$ cat config.mk
export PLATFORM = sky130hd
export DESIGN_NAME = data_mem_master
export DESIGN_NICKNAME = d
export VERILOG_FILES = /design/src/rtl/data_mem_pkg.sv /design/src/rtl/data_mem_master.sv
export SDC_FILE = /design/constraint.sdc
export NUM_CORES = 1
export LEC_CHECK = 0
export BUFFER_PORTS_ARGS = -buffer_cell sky130_fd_sc_hd__buf_4
export CAP_MARGIN = 30
export CELL_PAD_IN_SITES_DETAIL_PLACEMENT = 1
export CELL_PAD_IN_SITES_GLOBAL_PLACEMENT = 1
export CORE_MARGIN = 3
export CORE_UTILIZATION = 33
export CTS_CLUSTER_SIZE = 16
export DETAILED_ROUTE_END_ITERATION = 10
export GPL_TIMING_DRIVEN = 0
export PLACE_DENSITY = 0.85
export SLEW_MARGIN = 20
export SYNTH_ARGS = -nofsm -noshare
export SYNTH_HDL_FRONTEND = slang
export SYNTH_SLANG_ARGS = --single-unit
$ cat constraint.sdc
create_clock -name clk -period 6.65 [get_ports clk]
set_input_delay 0.3325 -clock clk [delete_from_list [all_inputs] [get_ports clk]]
set_output_delay 0.3325 -clock clk [all_outputs]
set_load 0.005 [all_outputs]
$ cat src/rtl/data_mem_pkg.sv
// rtl/data_mem_pkg.sv - shared widths and FSM state encoding for the data memory master
package data_mem_pkg;

    localparam int DEFAULT_DATA_WIDTH = 19;
    localparam int DEFAULT_ADDR_WIDTH = 19;
    localparam int DEFAULT_LEN_WIDTH  = 3;

    typedef enum logic [1:0] {
        ST_IDLE  = 2'd0,
        ST_READ  = 2'd1,
        ST_WRITE = 2'd2
    } state_e;

endpackage

$ cat src/rtl/data_mem_master.sv
// rtl/data_mem_master.sv - burst load/store initiator driving a single-port data memory
module data_mem_master
    import data_mem_pkg::*;
#(
    parameter int DATA_WIDTH = DEFAULT_DATA_WIDTH,
    parameter int ADDR_WIDTH = DEFAULT_ADDR_WIDTH,
    parameter int LEN_WIDTH  = DEFAULT_LEN_WIDTH
) (
    input  logic                  clk,
    input  logic                  rst,
    input  logic                  reqValid,
    output logic                  reqReady,
    input  logic                  reqWrite,
    input  logic [ADDR_WIDTH-1:0] reqAddr,
    input  logic [LEN_WIDTH-1:0]  reqLen,
    input  logic [DATA_WIDTH-1:0] wrData,
    input  logic                  wrValid,
    output logic                  wrReady,
    output logic [DATA_WIDTH-1:0] rspData,
    output logic                  rspValid,
    output logic                  rspLast,
    input  logic                  rspReady,
    output logic [ADDR_WIDTH-1:0] memAddress,
    output logic [DATA_WIDTH-1:0] memDataIn,
    output logic                  memRead,
    output logic                  memWrite,
    input  logic [DATA_WIDTH-1:0] memDataOut,
    output logic                  busy
);

    state_e                state_q, state_d;
    logic [ADDR_WIDTH-1:0] base_q, base_d;
    logic [LEN_WIDTH-1:0]  beat_q, beat_d;
    logic [LEN_WIDTH-1:0]  last_q, last_d;
    logic [DATA_WIDTH-1:0] rsp_data_q, rsp_data_d;
    logic                  rsp_valid_q, rsp_valid_d;
    logic                  rsp_last_q, rsp_last_d;

    logic [ADDR_WIDTH-1:0] beat_addr;
    logic                  is_last_beat;
    logic                  slot_free;

    assign beat_addr    = base_q + ADDR_WIDTH'(beat_q);
    assign is_last_beat = (beat_q == last_q);
    // A load beat may only be issued when its result has somewhere to land.
    assign slot_free    = !rsp_valid_q || rspReady;

    always_comb begin
        state_d     = state_q;
        base_d      = base_q;
        beat_d      = beat_q;
        last_d      = last_q;
        rsp_data_d  = rsp_data_q;
        rsp_valid_d = rsp_valid_q;
        rsp_last_d  = rsp_last_q;
        reqReady    = 1'b0;
        wrReady     = 1'b0;
        memRead     = 1'b0;
        memWrite    = 1'b0;
        memAddress  = '0;
        memDataIn   = '0;

        if (rsp_valid_q && rspReady) begin
            rsp_valid_d = 1'b0;
            rsp_last_d  = 1'b0;
        end

        case (state_q)
            ST_IDLE: begin
                reqReady = 1'b1;
                if (reqValid) begin
                    base_d  = reqAddr;
                    last_d  = reqLen;
                    beat_d  = '0;
                    state_d = reqWrite ? ST_WRITE : ST_READ;
                end
            end
            ST_READ: begin
                if (slot_free) begin
                    memRead     = 1'b1;
                    memAddress  = beat_addr;
                    rsp_data_d  = memDataOut;
                    rsp_valid_d = 1'b1;
                    rsp_last_d  = is_last_beat;
                    beat_d      = beat_q + LEN_WIDTH'(1);
                    if (is_last_beat) begin
                        state_d = ST_IDLE;
                    end
                end
            end
            ST_WRITE: begin
                wrReady = 1'b1;
                if (wrValid) begin
                    memWrite   = 1'b1;
                    memAddress = beat_addr;
                    memDataIn  = wrData;
                    beat_d     = beat_q + LEN_WIDTH'(1);
                    if (is_last_beat) begin
                        state_d = ST_IDLE;
                    end
                end
            end
            default: begin
                state_d = ST_IDLE;
            end
        endcase
    end

    always_ff @(posedge clk) begin
        if (rst) begin
            state_q     <= ST_IDLE;
            base_q      <= '0;
            beat_q      <= '0;
            last_q      <= '0;
            rsp_data_q  <= '0;
            rsp_valid_q <= 1'b0;
            rsp_last_q  <= 1'b0;
        end else begin
            state_q     <= state_d;
            base_q      <= base_d;
            beat_q      <= beat_d;
            last_q      <= last_d;
            rsp_data_q  <= rsp_data_d;
            rsp_valid_q <= rsp_valid_d;
            rsp_last_q  <= rsp_last_d;
        end
    end

    assign rspData  = rsp_data_q;
    assign rspValid = rsp_valid_q;
    assign rspLast  = rsp_last_q;
    assign busy     = (state_q != ST_IDLE);

endmodule

==> flow_summary.yaml, run 1 <==
logic_synthesis:
  synth_nets: 414
  ys_ff_latch: 48
  yosysSeqAreaShare: 0.379
  synth_warnings: 0
  synthDistinctLibCells: 40
  syn_area_sq_um: 2530
  synthCells: 339
  synth_area_per_cell_sq_um: 7.47
  synthFlopType: "dfxtp_1"
  synth_edf_count: 0
  ys_async_sr_fraction: 0
sta:
  setup-tns-final_ns: 0
  period_minus_slack_ns: 3.26
  timing.final.hold_violations: 0
  finalSetupViolCount: 0
  rsz0062_at_grt: "false"
  tightest_slew_ns: 0.593
  final_max_slew_viol_count: 0
  finalClockSkew_ns: 0.00399
  relSlewSlack: 0.604
  fmax_mhz: 306
  post-route-period-util: 0.491
worst_setup_path:
  crit_family: "simple AND/OR/NAND/NOR gates"
  cpMaxStageDelayCell: "dfxtp_1"
  worstPathRequired_ns: 6.32
  max_stage_delay_ns: 0.44
  cp.buffers_inverters: 2
  r2r_cells: 6
  cp.arrival_ns: 2.93
  crit_type: "reg2out"
  r2r-end: "beat_q[2]"
  cp.depth: 8
  crit_fanout: 7
  crit_chain: "ha_1 -> inv_1 -> fa_1 -> nor2b_1 -> o2111ai_1 -> or3_1 -> a21oi_1 -> buf_4"
  worstSetupEndpointType: "primary output"
  worstReg2RegStart: "state_q[0]"
  start_kind: "register"
  reg2reg_slack_ns: 4.54
final_layout:
  mostFrequentLayoutCells: "buf_4, nand2_1, a21oi_1"
  fillers: 943
  fin_area_sq_um: 3720
  nets: 550
  final_common_cell: "buf_4"
  antenna_cells: 0
  drive_gt1_frac: 0.305
  area_growth_pct: 46.7
min_path:
  hold_class: "in2reg"
  min_from: "memDataOut[3]"
  min_path_cells: 3
  hold_end: "rspData[3]"
cts:
  cts_made_buffers: 5
  ctsResizeCount: 0
  clk-insertion-delay-late_ns: 0.30
  cts_tree: "done"
  clock-sinks: 48
  cts.hold.buffers_added: 0
  cts_setup_buffers: 0
  cts.path.max_buffers: 2
  root_buffer: "clkbuf_8"
  htree_levels: 2
  cts.clk_slew.worst_paths_ns: 0.09
detailed_routing:
  routedWlPerCell_um: 14.7
  drcViolationCount: 0
  num_vias: 2806
  ant_nets: 0
  drt_first_iter_violations: 59
  wirelength_um: 8410
  dr.pass1.iters: 4
  via_per_inst: 4.89
global_routing:
  antenna_found_initial: 0
  grt_pass1_vias: 2862
  grt_pass1_wl_um: 13600
  grt_max_degree: 15
  grt_overflow: 0
  track_usage: 0.190
floorplanning:
  dieWidth_um: 93.6
  ios: 130
  dieArea_sq_um: 8760
  die_h_um: 93.6
  rows: 31
  core-area_sq_um: 7330
  start_util: 0.345
power:
  power.leakage_nw: 1.67
  p_per_area_nw_per_um2: 223
  peakVddDrop_v: 0.000148
placement:
  place_area_sq_um: 3620
  port_buffers: 129
  dp.final_hpwl_um: 6850
  globalplace.congestion: 0.799
job:
  cap_violations: 0
status:
  status: "finished, final reports clean"
[metrics by stage]
stage	utilization	hold slack (ns)	power, mW	std cells	setup WS [ns]
finish	0.507	0.272	0.829	574	3.39
global route	0.507	0.262	0.891	574	3.10
CTS	0.507	0.263	0.840	574	3.35
detailed placement	0.494	0.451	0.658	567	3.71
global placement	0.494	0.442	0.642	567	3.77
floorplan	-	0.441	0.517	339	4.24
[layer usage]
metal,vias to the layer above,track usage,wire [um]
met4,0,0.0289,53
li1,1421,-,-
met1,1326,0.222,3420
met5,-,0,0
met2,54,0.348,4440
met3,5,0.0555,499
[how the worst max path moves through the flow]
stage | startpoint | endpoint | slack [ns]
after global routing | beat_q[0] | memAddress[18] | 3.10
after floorplan | beat_q[0] | memAddress[12] | 4.24
final | beat_q[0] | memAddress[12] | 3.39
after CTS | beat_q[0] | memAddress[12] | 3.35
after global placement | beat_q[0] | memAddress[18] | 3.77
after detailed placement | beat_q[0] | memAddress[12] | 3.71
[registers in the layout (all words and copies together) (netlist names)]
signal,flops
rspValid,1
rspData,19
rspLast,1
base_q,19
state_q,2
last_q,3
beat_q,3
[cells in the mapped netlist (all sizes together) (2+ instances only)]
cell / instances / area share
ha: 8 / 0.040
o31ai: 4 / 0.012
buf: 5 / 0.014
and2: 3 / 0.0074
nor2: 16 / 0.024
nand3: 5 / 0.0099
a21oi: 51 / 0.10
o2111ai: 3 / 0.010
mux2i: 3 / 0.012
dfxtp: 48 / 0.38
and3: 22 / 0.054
a211oi: 3 / 0.011
inv: 10 / 0.015
nand2b: 4 / 0.0099
xnor2: 3 / 0.010
and4: 2 / 0.0069
nand2: 90 / 0.13
or3: 5 / 0.013
or4: 5 / 0.015
clkbuf: 14 / 0.021
nor2b: 6 / 0.015
nor3: 3 / 0.0059
xor2: 7 / 0.024
o21ai: 9 / 0.019
[cell type report]
class	count	area, sq um	area share
plain buffers	19	88.8	0.0239
clock buffers	6	82.6	0.0222
clock inverters	1	8.76	0.00236
inverters	10	37.5	0.0101
multi-input cells	262	1450	0.389
flip-flops and latches	48	961	0.259
well taps	99	124	0.0333
repair buffers	129	968	0.261
[logic make-up after synthesis]
family / share of synthesized area
and+or+nand+nor: 0.305
AOI/OAI and AO/OA: 0.172
DFF: 0.379
buffers and inverters: 0.0499
xor gates and xnor gates: 0.0346
adders and majority gates: 0.0474
muxes: 0.0119
[power by group]
part | internal (mW) | switching (mW)
Combinational | 0.135 | 0.154
Sequential | 0.325 | 0.0327
Clock | 0.0831 | 0.0981
[worst reg2reg max path, delay by kind of cell, from the launching register on]
kind / cells / cell delay, ns
and+or+nand+nor: 1 / 0.19
DFF: 1 / 0.39
buffers and inverters: 1 / 0.09
AOI/OAI and AO/OA: 3 / 1.06
adders and majority gates: 1 / 0.29
No activity file was read; power rests on OpenSTA's default activity.
==> run 2: changes to the inputs <==
Settings changed: ABC_AREA set to 1, CORE_UTILIZATION 33 to 30, PLACE_DENSITY 0.85 to 0.8.
Clock period 6.65 ns to 3.25 ns, I/O delays scaled along.
==> run 2 against run 1 <==
Effect of this change: register-to-register slack worse by 3.0 ns; hold slack worse by 0.20 ns; clock power up 99%; routed wire length up 3.1%; non-clock buffer count down 4; sequential share of layout area down 0.65 points; combinational power rose to 4.0 times the previous value; synthesized cell count up 19%; total power rose to 2.9 times the previous value; cell count up 13%; clock skew down 0.00079 ns; worst setup slack worse by 2.6 ns; critical path type unchanged; critical endpoint is now memAddress[16].
==> flow_summary.yaml, run 2 <==
worst_setup_path:
  cpMaxStageDelayCell: "dfxtp_1"
  worstReg2RegStart: "state_q[0]"
  worstPathRequired_ns: 3.09
  max_stage_delay_ns: 0.42
  r2r-end: "base_q[13]"
  cpMostUsedCell: "nand2_1"
  crit_type: "reg2out"
  r2r_cells: 6
  crit_fanout: 7
  worstSetupEndpointType: "primary output"
  reg2reg_slack_ns: 1.54
  start_kind: "register"
  crit_chain: "ha_1 -> inv_1 -> fa_1 -> inv_1 -> nand2_1 -> nand2_1 -> nand2_1 -> nor2_4 -> nand3_2 -> nand2_1 -> nand2_1 -> nor2_2 -> buf_4"
  cp.arrival_ns: 2.32
sta:
  finalSetupViolCount: 0
  setup_ws_ns: 0.763
  relSlewSlack: 0.695
  timing.final.hold_violations: 0
  fmax_mhz: 402
  tightest_slew_ns: 0.458
  period_minus_slack_ns: 2.49
  rsz0062_at_grt: "false"
  final_max_slew_viol_count: 0
  setup-tns-final_ns: 0
  finalClockSkew_ns: 0.00320
  post-route-period-util: 0.765
power:
  peakVddDrop_v: 0.000336
  power.leakage_nw: 1.90
  swShare: 0.401
  p_int_mw: 1.45
  p_per_area_nw_per_um2: 633
  sequentialPowerShare: 0.370
  power_switching_mw: 0.969
  comb_power_share: 0.481
  clkPwrFrac: 0.150
logic_synthesis:
  synth_xor_area_frac: 0.00669
  synthFlopType: "dfxtp_1"
  synth_nets: 480
  synth-compound-area-share: 0.162
  synthMuxAreaShare: 0
  synthAdderAreaFrac: 0.0458
  synth-simple-area-share: 0.314
  synth_top_area_frac: 0.367
  synth_edf_count: 0
  synth_most_common_cell: "nor2_1"
  synthCells: 405
  ys_async_sr_fraction: 0
  synth_warnings: 0
  synth_top_area_cell: "dfxtp_1"
  ys_ff_latch: 48
  ys_top_cells_by_count: "nor2_1, inv_1, dfxtp_1, nand2_1, o21ai_0"
  synth_top_family_by_area: "simple AND/OR/NAND/NOR gates"
  syn_area_sq_um: 2620
  synthTopCellsByArea: "dfxtp_1, nor2_1, o21ai_0"
  synth_area_per_cell_sq_um: 6.47
  synthDistinctLibCells: 32
  yosysSeqAreaShare: 0.367
detailed_routing:
  num_vias: 2971
  routedWlPerCell_um: 13.4
  ant_nets: 0
  via_per_inst: 4.59
  drcViolationCount: 0
  drt_first_iter_violations: 77
  dr.pass1.iters: 4
  wirelength_um: 8670
cts:
  cts_tree: "done"
  htree_levels: 2
  clock-sinks: 48
  root_buffer: "clkbuf_8"
  cts_made_buffers: 5
  cts.hold.buffers_added: 0
  clk-insertion-delay-late_ns: 0.29
  ctsResizeCount: 0
  cts.path.max_buffers: 2
  cts.clk_slew.worst_paths_ns: 0.09
  cts_setup_buffers: 0
global_routing:
  antenna_found_initial: 0
  track_usage: 0.175
  grt_max_degree: 15
  grt_pass1_wl_um: 14300
  grt_pass1_vias: 3103
  grt_overflow: 0
final_layout:
  final_common_cell: "buf_4"
  antenna_cells: 0
  fin_util: 0.457
  nets: 616
  area_growth_pct: 45.5
  instances_no_fill: 647
  mostFrequentLayoutCells: "buf_4, nor2_1, inv_1"
  drive_gt1_frac: 0.288
floorplanning:
  rows: 33
  dieArea_sq_um: 9890
  start_util: 0.314
  ios: 130
  core-area_sq_um: 8340
  die_h_um: 99.5
  dieWidth_um: 99.5
status:
  status: "finished, final reports clean"
min_path:
  min_from: "rst"
  hold_end: "rspValid"
  min_path_cells: 2
  hold_class: "in2reg"
placement:
  post-place-cells: 639
  globalplace.congestion: 0.767
  port_buffers: 129
  pre_cts_ws_ns: 1.07
  dp.final_hpwl_um: 7320
job:
  cap_violations: 0
## run 2: cell count changes in the layout (fill, tap and decap cells not counted), moves of 5 or more
cell | previous run | this run
and3_1 | 22 | 1
xor2_1 | 7 | 1
nand2_1 | 90 | 48
o21ai_0 | 8 | 47
nand3_1 | 5 | 15
inv_1 | 10 | 53
or4_1 | 5 | 0
nor2b_1 | 6 | 0
nor2_1 | 16 | 113
a21oi_1 | 51 | 26
clkbuf_1 | 14 | 9
## run 2: metal layers
| metal | wire length [um] | share of wire | vias up | track usage |
|---|---|---|---|---|
| met5 | 0 | 0 | - | 0 |
| met4 | 48 | 0.0055 | 0 | 0.0294 |
| met3 | 580 | 0.067 | 6 | 0.0491 |
| met2 | 4460 | 0.51 | 62 | 0.328 |
| met1 | 3580 | 0.41 | 1359 | 0.200 |
| li1 | - | - | 1544 | - |
## run 2: critical path: cells and delay by family (launching register included)
family                   cells  cell delay (ns)
flip-flops                   1             0.42
buffers and inverters        3             0.29
AND/OR/NAND/NOR              8             0.75
adder cells (fa/ha/maj)      2             0.58
## run 2: cell type report
class                      count  area (sq um)
buffer                        15          68.8
clock buffer                   6          82.6
clock inverter                 2          10.0
fill                        1150          4530
inverter                      55           206
multi-input combinational    287          1380
sequential                    48           961
tap                          105           131
timing repair buffer         129           968
## run 2: worst max path at each step
stage	end	from	cells past startpoint	slack, ns
2_1_floorplan	memAddress[16]	beat_q[0]	12	1.47
3_3_place_gp	memAddress[16]	beat_q[0]	12	1.15
3_5_place_dp	memAddress[16]	beat_q[0]	13	1.07
4_1_cts	memAddress[16]	beat_q[0]	13	0.72
5_1_grt	memAddress[16]	beat_q[0]	13	0.51
6_report	memAddress[16]	beat_q[0]	13	0.76
## run 2: cell families after synthesis
family | Yosys count
flops | 48
compound gates | 80
fa+ha+maj | 9
buf+inv | 70
simple gates | 196
xor+xnor | 2
## run 2: power by group through the flow
stage	Combinational (mW)	Clock (mW)	Sequential, mW
5_1_grt	1.33	0.401	0.917
6_report	1.16	0.361	0.893
3_3_place_gp	1.14	0	0.895
2_1_floorplan	0.670	0	0.881
4_1_cts	1.19	0.378	0.894
3_5_place_dp	1.18	0	0.906
## run 2: stage by stage
step	instance area, sq um	hold WS [ns]	power, mW
3_3_place_gp	3720	0.382	2.03
4_1_cts	3810	0.0583	2.46
3_5_place_dp	3720	0.381	2.09
2_1_floorplan	2620	0.232	1.55
5_1_grt	3810	0.0643	2.65
6_report	3810	0.0710	2.41
